**src/rtl/td4_pkg.sv**
```systemverilog
// Shared encodings for the TD4 sequencer: opcodes, FSM states, mux selects.
// Latency: n/a (definitions only).
// Backpressure: n/a.
package td4_pkg;

   // Opcodes: upper nibble of the instruction byte
   localparam logic [3:0] OP_ADD_A_IM = 4'b0000;
   localparam logic [3:0] OP_MOV_A_B  = 4'b0001;
   localparam logic [3:0] OP_IN_A     = 4'b0010;
   localparam logic [3:0] OP_MOV_A_IM = 4'b0011;
   localparam logic [3:0] OP_MOV_B_A  = 4'b0100;
   localparam logic [3:0] OP_ADD_B_IM = 4'b0101;
   localparam logic [3:0] OP_IN_B     = 4'b0110;
   localparam logic [3:0] OP_MOV_B_IM = 4'b0111;
   localparam logic [3:0] OP_OUT_B    = 4'b1001;
   localparam logic [3:0] OP_OUT_IM   = 4'b1011;
   localparam logic [3:0] OP_JNC_IM   = 4'b1110;
   localparam logic [3:0] OP_JMP_IM   = 4'b1111;

   // Datapath mux source select
   localparam logic [1:0] SEL_A    = 2'd0;
   localparam logic [1:0] SEL_B    = 2'd1;
   localparam logic [1:0] SEL_IN   = 2'd2;
   localparam logic [1:0] SEL_ZERO = 2'd3;

   // ST_HOLD is only reachable when single-stepping is compiled in
   typedef enum logic [1:0] {
      ST_IDLE  = 2'd0,
      ST_FETCH = 2'd1,
      ST_EXEC  = 2'd2,
      ST_HOLD  = 2'd3
   } state_t;

   // Decoded control word; imm_en says whether the immediate field reaches the adder
   typedef struct packed {
      logic [1:0] sel;
      logic       ld_a;
      logic       ld_b;
      logic       ld_out;
      logic       ld_pc;
      logic       pc_inc;
      logic       imm_en;
   } ctrl_t;

endpackage

```
**src/rtl/td4_decoder.sv**
```systemverilog
// Purpose: combinational opcode + carry flag -> sel / loads / pc_inc / immediate-enable.
// Latency: 0 cycles (pure combinational).
// Backpressure: none; ports: op (opcode), carry_flag (registered carry), ctrl (control word).
module td4_decoder
   import td4_pkg::*;
#(
   parameter int OP_W = 4
) (
   input  logic [OP_W-1:0] op,
   input  logic            carry_flag,
   output ctrl_t           ctrl
);

   always_comb begin
      // Default is NOP: advance the PC, no register load
      ctrl        = '0;
      ctrl.sel    = SEL_A;
      ctrl.pc_inc = 1'b1;
      case (op)
         OP_W'(OP_ADD_A_IM): begin ctrl.sel = SEL_A;    ctrl.ld_a   = 1'b1; ctrl.imm_en = 1'b1; end
         OP_W'(OP_ADD_B_IM): begin ctrl.sel = SEL_B;    ctrl.ld_b   = 1'b1; ctrl.imm_en = 1'b1; end
         OP_W'(OP_MOV_A_IM): begin ctrl.sel = SEL_ZERO; ctrl.ld_a   = 1'b1; ctrl.imm_en = 1'b1; end
         OP_W'(OP_MOV_B_IM): begin ctrl.sel = SEL_ZERO; ctrl.ld_b   = 1'b1; ctrl.imm_en = 1'b1; end
         OP_W'(OP_MOV_A_B):  begin ctrl.sel = SEL_B;    ctrl.ld_a   = 1'b1; end
         OP_W'(OP_MOV_B_A):  begin ctrl.sel = SEL_A;    ctrl.ld_b   = 1'b1; end
         OP_W'(OP_IN_A):     begin ctrl.sel = SEL_IN;   ctrl.ld_a   = 1'b1; end
         OP_W'(OP_IN_B):     begin ctrl.sel = SEL_IN;   ctrl.ld_b   = 1'b1; end
         OP_W'(OP_OUT_B):    begin ctrl.sel = SEL_B;    ctrl.ld_out = 1'b1; end
         OP_W'(OP_OUT_IM):   begin ctrl.sel = SEL_ZERO; ctrl.ld_out = 1'b1; ctrl.imm_en = 1'b1; end
         OP_W'(OP_JMP_IM): begin
            ctrl.sel    = SEL_ZERO;
            ctrl.ld_pc  = 1'b1;
            ctrl.pc_inc = 1'b0;
            ctrl.imm_en = 1'b1;
         end
         OP_W'(OP_JNC_IM): begin
            // Branch on the flag left by the previous instruction
            if (!carry_flag) begin
               ctrl.sel    = SEL_ZERO;
               ctrl.ld_pc  = 1'b1;
               ctrl.pc_inc = 1'b0;
               ctrl.imm_en = 1'b1;
            end
         end
         default: ;
      endcase
   end

endmodule

```
**src/rtl/td4_sequencer.sv**
```systemverilog
// Purpose: TD4 fetch/exec sequencer: fetches from ROM, decodes IR, drives datapath enables, owns carry flag.
// Latency: 2 cycles per instruction (+1 per ROM ack wait; +1 HOLD cycle when TD4_STEP_EN is defined).
// Backpressure: stalls in FETCH until rom_ack; with TD4_STEP_EN, parks in HOLD until step.
// Ports: clk/clr_n, rom_req/rom_ack/rom_data fetch handshake, carry_in from adder,
//        ld_a/ld_b/ld_out/ld_pc/pc_inc/sel/imm datapath controls, carry_flag, busy, step (TD4_STEP_EN only).
module td4_sequencer
   import td4_pkg::*;
#(
   parameter int DATA_W = 4,
   parameter int OP_W   = 4
) (
   input  logic                   clk,
   input  logic                   clr_n,
   output logic                   rom_req,
   input  logic                   rom_ack,
   input  logic [OP_W+DATA_W-1:0] rom_data,
   input  logic                   carry_in,
   output logic                   ld_a,
   output logic                   ld_b,
   output logic                   ld_out,
   output logic                   ld_pc,
   output logic                   pc_inc,
   output logic [1:0]             sel,
   output logic [DATA_W-1:0]      imm,
   output logic                   carry_flag,
`ifdef TD4_STEP_EN
   input  logic                   step,
`endif
   output logic                   busy
);

   state_t                 state;
   state_t                 state_nxt;
   logic [OP_W+DATA_W-1:0] ir;
   ctrl_t                  dec;

   td4_decoder #(.OP_W(OP_W)) u_decoder (
      .op         (ir[DATA_W +: OP_W]),
      .carry_flag (carry_flag),
      .ctrl       (dec)
   );

   always_ff @(posedge clk or negedge clr_n) begin
      if (!clr_n) begin
         state      <= ST_IDLE;
         ir         <= '0;
         carry_flag <= 1'b0;
      end else begin
         state <= state_nxt;
         if (state == ST_FETCH && rom_ack)
            ir <= rom_data;
         // Every instruction latches the adder carry, whether or not it used the adder
         if (state == ST_EXEC)
            carry_flag <= carry_in;
      end
   end

   always_comb begin
      state_nxt = state;
      rom_req   = 1'b0;
      busy      = 1'b0;
      ld_a      = 1'b0;
      ld_b      = 1'b0;
      ld_out    = 1'b0;
      ld_pc     = 1'b0;
      pc_inc    = 1'b0;
      sel       = SEL_A;
      imm       = '0;
      case (state)
         ST_IDLE: begin
            state_nxt = ST_FETCH;
         end
         ST_FETCH: begin
            rom_req = 1'b1;
            busy    = 1'b1;
            if (rom_ack)
               state_nxt = ST_EXEC;
         end
         ST_EXEC: begin
            busy   = 1'b1;
            ld_a   = dec.ld_a;
            ld_b   = dec.ld_b;
            ld_out = dec.ld_out;
            ld_pc  = dec.ld_pc;
            pc_inc = dec.pc_inc;
            sel    = dec.sel;
            imm    = dec.imm_en ? ir[DATA_W-1:0] : '0;
`ifdef TD4_STEP_EN
            state_nxt = ST_HOLD;
`else
            state_nxt = ST_FETCH;
`endif
         end
         ST_HOLD: begin
`ifdef TD4_STEP_EN
            if (step)
               state_nxt = ST_FETCH;
`else
            state_nxt = ST_FETCH;
`endif
         end
         default: state_nxt = ST_IDLE;
      endcase
   end

endmodule
```
**config.mk**
```make
export PLATFORM = sky130hd
export DESIGN_NAME = td4_sequencer
export DESIGN_NICKNAME = d
export VERILOG_FILES = /design/src/rtl/td4_pkg.sv /design/src/rtl/td4_decoder.sv /design/src/rtl/td4_sequencer.sv
export SDC_FILE = /design/constraint.sdc
export NUM_CORES = 1
export LEC_CHECK = 0
export BUFFER_PORTS_ARGS = -buffer_cell sky130_fd_sc_hd__buf_2
export CAP_MARGIN = 5
export CELL_PAD_IN_SITES_DETAIL_PLACEMENT = 0
export CELL_PAD_IN_SITES_GLOBAL_PLACEMENT = 2
export CORE_MARGIN = 1.5
export CORE_UTILIZATION = 24
export DETAILED_ROUTE_END_ITERATION = 16
export HOLD_SLACK_MARGIN = 0.08
export PLACE_DENSITY = 0.73
export SETUP_SLACK_MARGIN = 0.3
export SYNTH_ARGS = -nofsm -noshare
export SYNTH_HDL_FRONTEND = slang
export SYNTH_HIERARCHICAL = 1
export SYNTH_SLANG_ARGS = --single-unit
```
**constraint.sdc**
```tcl
create_clock -name clk -period 1.4 [get_ports clk]
set_clock_uncertainty 0.15 [all_clocks]
set_input_delay 0.14 -clock clk [delete_from_list [all_inputs] [get_ports clk]]
set_output_delay 0.14 -clock clk [all_outputs]
set_load 0.05 [all_outputs]
```
==> flow_summary.yaml <==
status:
  violations: "setup timing"
  status: "finished, violations left"
power_and_ir_drop:
  power-per-cell-area_nw_per_um2: 2380
  max-vdd-ir-drop_v: 0.00152
  power.leakage_nw: 0.635
critical_path:
  cp-start-kind: "flop"
  crit_path_end_kind: "primary output"
  slowest_stage: "dfrtp_1"
  worst_r2r_path_depth: 5
  cpPeakStageDelay_ps: 420
  critical-path-top-delay-family: "compound AO/OA/AOI/OAI gates"
  path_cells: "o21bai_4 -> a221o_1 -> and3_4 -> buf_6"
  worstPathRequired_ps: 1110
  arrival_ps: 1540
  worstPathMaxFanout: 4
  timing.rr.end: "ir[2]$_DFFE_PN0P_"
  crit_type: "flop to primary output"
  r2r_start: "state[0]$_DFFE_PN0P_"
  r2r_slack_ps: -100
  path_buf_inv: 1
yosys:
  syn-cell-area_um2: 627
  syn-num-nets: 73
  syn_inst: 57
  synth_area_leader_cell: "dfrtp_1"
  synth_top_area_share_pct: 43.9
  yosys_warnings: 6
  yosysSeqAreaShare_pct: 43.9
  netlist_top_cells_area: "dfrtp_1 44%, mux2_2 18%, ha_1 8.0%, and2_1 7.0%, and3_1 4.0%"
  synth.distinct_cells: 18
  ys_ff_latch: 11
  syn_avg_cell_area_um2: 11.0
route:
  final_antenna_net_count: 0
  wire_per_inst_um: 12.1
  wl_met1_um: 730
  dr_wl_met3_um: 48
  wl_met2_um: 923
  vias: 610
  first_pass_iters: 2
  top_layer: "met4"
  vias_per_cell: 4.30
  drc: 0
  initialDrtViolationCount: 5
  routed_wl_um: 1730
floorplan:
  die-area_um2: 2930
  core_um2: 2480
  start_util_pct: 25.3
  die_y_um: 54.1
  rows: 18
  fp.dieW_um: 54.1
  ios: 26
layout:
  area_growth_syn_to_layout_pct: 115
  final_cell_mix: "15 x buf_6, 11 x dlygate4sd3_1, 11 x buf_2"
  fin_cells: 142
  num_antenna_cells: 0
  layout_commonest_cell: "buf_6"
  drive_gt1_share_pct: 72.3
  nets: 129
global_routing:
  grt_pass1_vias: 627
  track_usage_pct: 13.4
  grt_max_degree: 12
  grt_first_pass_wirelength_um: 2770
  antenna_found_initial: 0
  overflow: 0
clock_tree:
  cts_tree: "yes"
  clkSlewWorstSetupHoldPaths_ps: 70
  cts_buffers: 3
  clk_path_buf_depth: 2
  clock-root-buffer: "clkbuf_4"
  h-tree-depth: 1
  numClockSinks: 11
  worstSkewPairLatency_ps: 260
sta:
  timing.fmax_mhz: 546
  setup_ws_ps: -431
  rsz0062_at_grt: "true"
  slew_headroom_pct: 83.0
  period_share_pct: 131
  period_minus_slack_ps: 1830
  holdWs_ps: 122
  finalSetupViolations: 22
  final_max_slew_viol_count: 0
  hold_viol_final: 0
  worst_pin_slew_ps: 256
job:
  maxCapViolCount: 0
hold_path:
  min_path_type: "input pin to asynchronous set/reset pin"
placement:
  dp_hpwl_um: 1160
  placed_cells: 122
  gp_congestion: 0.741
  port_buffers: 25
## cell usage after synthesis
cell and n:
dfrtp_1 11, mux2_2 10, and2_1 7, inv_1 5
and3_1 4, ha_1 4, nand2_1 2, nand2b_1 2
nor2_1 2, nor2b_1 2, a221o_1 1, and4_2 1
nand2_2 1, nor4_1 1, o21a_1 1, o21ai_0 1
o21bai_1 1, o31a_1 1
## sequential cells by signal, summed over array words and instances (netlist names)
name,cells
ir,8
carry_flag,1
state,2
## through the flow
step	worst slack, ps	TNS [ps]	util, %	instance area [um2]	power (W)
final	-431	-4860	54.4	1350	0.00321
after global placement	-203	-1270	39.9	990	0.00238
after detailed placement	-224	-1500	39.9	990	0.00240
after global routing	-511	-6090	54.4	1350	0.00343
after floorplan	-103	-412	-	752	0.00194
after CTS	-440	-5090	52.9	1310	0.00311
## area by class of cell
| cell class | instances | area (um2) |
|---|---|---|
| Tap cell | 30 | 37.5 |
| Multi-Input combinational cell | 41 | 492 |
| Inverter | 5 | 22.5 |
| Fill cell | 237 | 1130 |
| Clock buffer | 4 | 26.3 |
| Sequential cell | 11 | 279 |
| Timing Repair Buffer | 51 | 492 |
## what timing repair did
item / 4_1_cts / 5_1_grt
pin swaps: 3 / 4
setup endpoints to repair: 24 / 25
cloned: 0 / 0
resized for setup: 46 / 8
setup buffers: 3 / 2
hold buffers: 11 / 0
endpoints found under the hold margin: 21 / 0
## worst register-to-register path, cell delays in order, from the launching register on
cell	delay, ps
dfrtp_1	400
buf_6	120
buf_6	120
ha_4	180
nand2_8	110
mux2_4	310
## per-layer routing
metal	GRT usage [%]	up-vias
met5	0	-
met4	6.25	0
met3	2.50	2
met2	22.2	11
met1	16.8	289
li1	-	308
## logic make-up (layout without fill, tap and decap cells)
family,after synthesis,after routing,synth area share (%)
and+or+nand+nor,22,22,21.0
DFF,11,11,43.9
muxes,10,10,18.0
AOI/OAI and AO/OA,5,5,6.19
buffers and inverters,5,60,2.99
adders and majority gates,4,4,7.98
## power by group
part           switching [W]  total [W]  internal [W]
Clock               0.000103   0.000213      0.000110
Sequential          0.000161   0.000652      0.000492
Combinational        0.00108    0.00235       0.00127
## how the worst max path moves through the flow
stage / from / endpoint / slack (ps) / cells after the start
6_report: ir[4]$_DFFE_PN0P_ / imm[2] / -430 / 4
5_1_grt: ir[4]$_DFFE_PN0P_ / imm[1] / -510 / 4
4_1_cts: ir[6]$_DFFE_PN0P_ / imm[2] / -440 / 4
3_5_place_dp: ir[6]$_DFFE_PN0P_ / imm[0] / -220 / 5
3_3_place_gp: ir[7]$_DFFE_PN0P_ / imm[0] / -200 / 5
2_1_floorplan: carry_flag$_DFFE_PN0N_ / imm[0] / -100 / 3
Power figures use the tool's default switching activity.
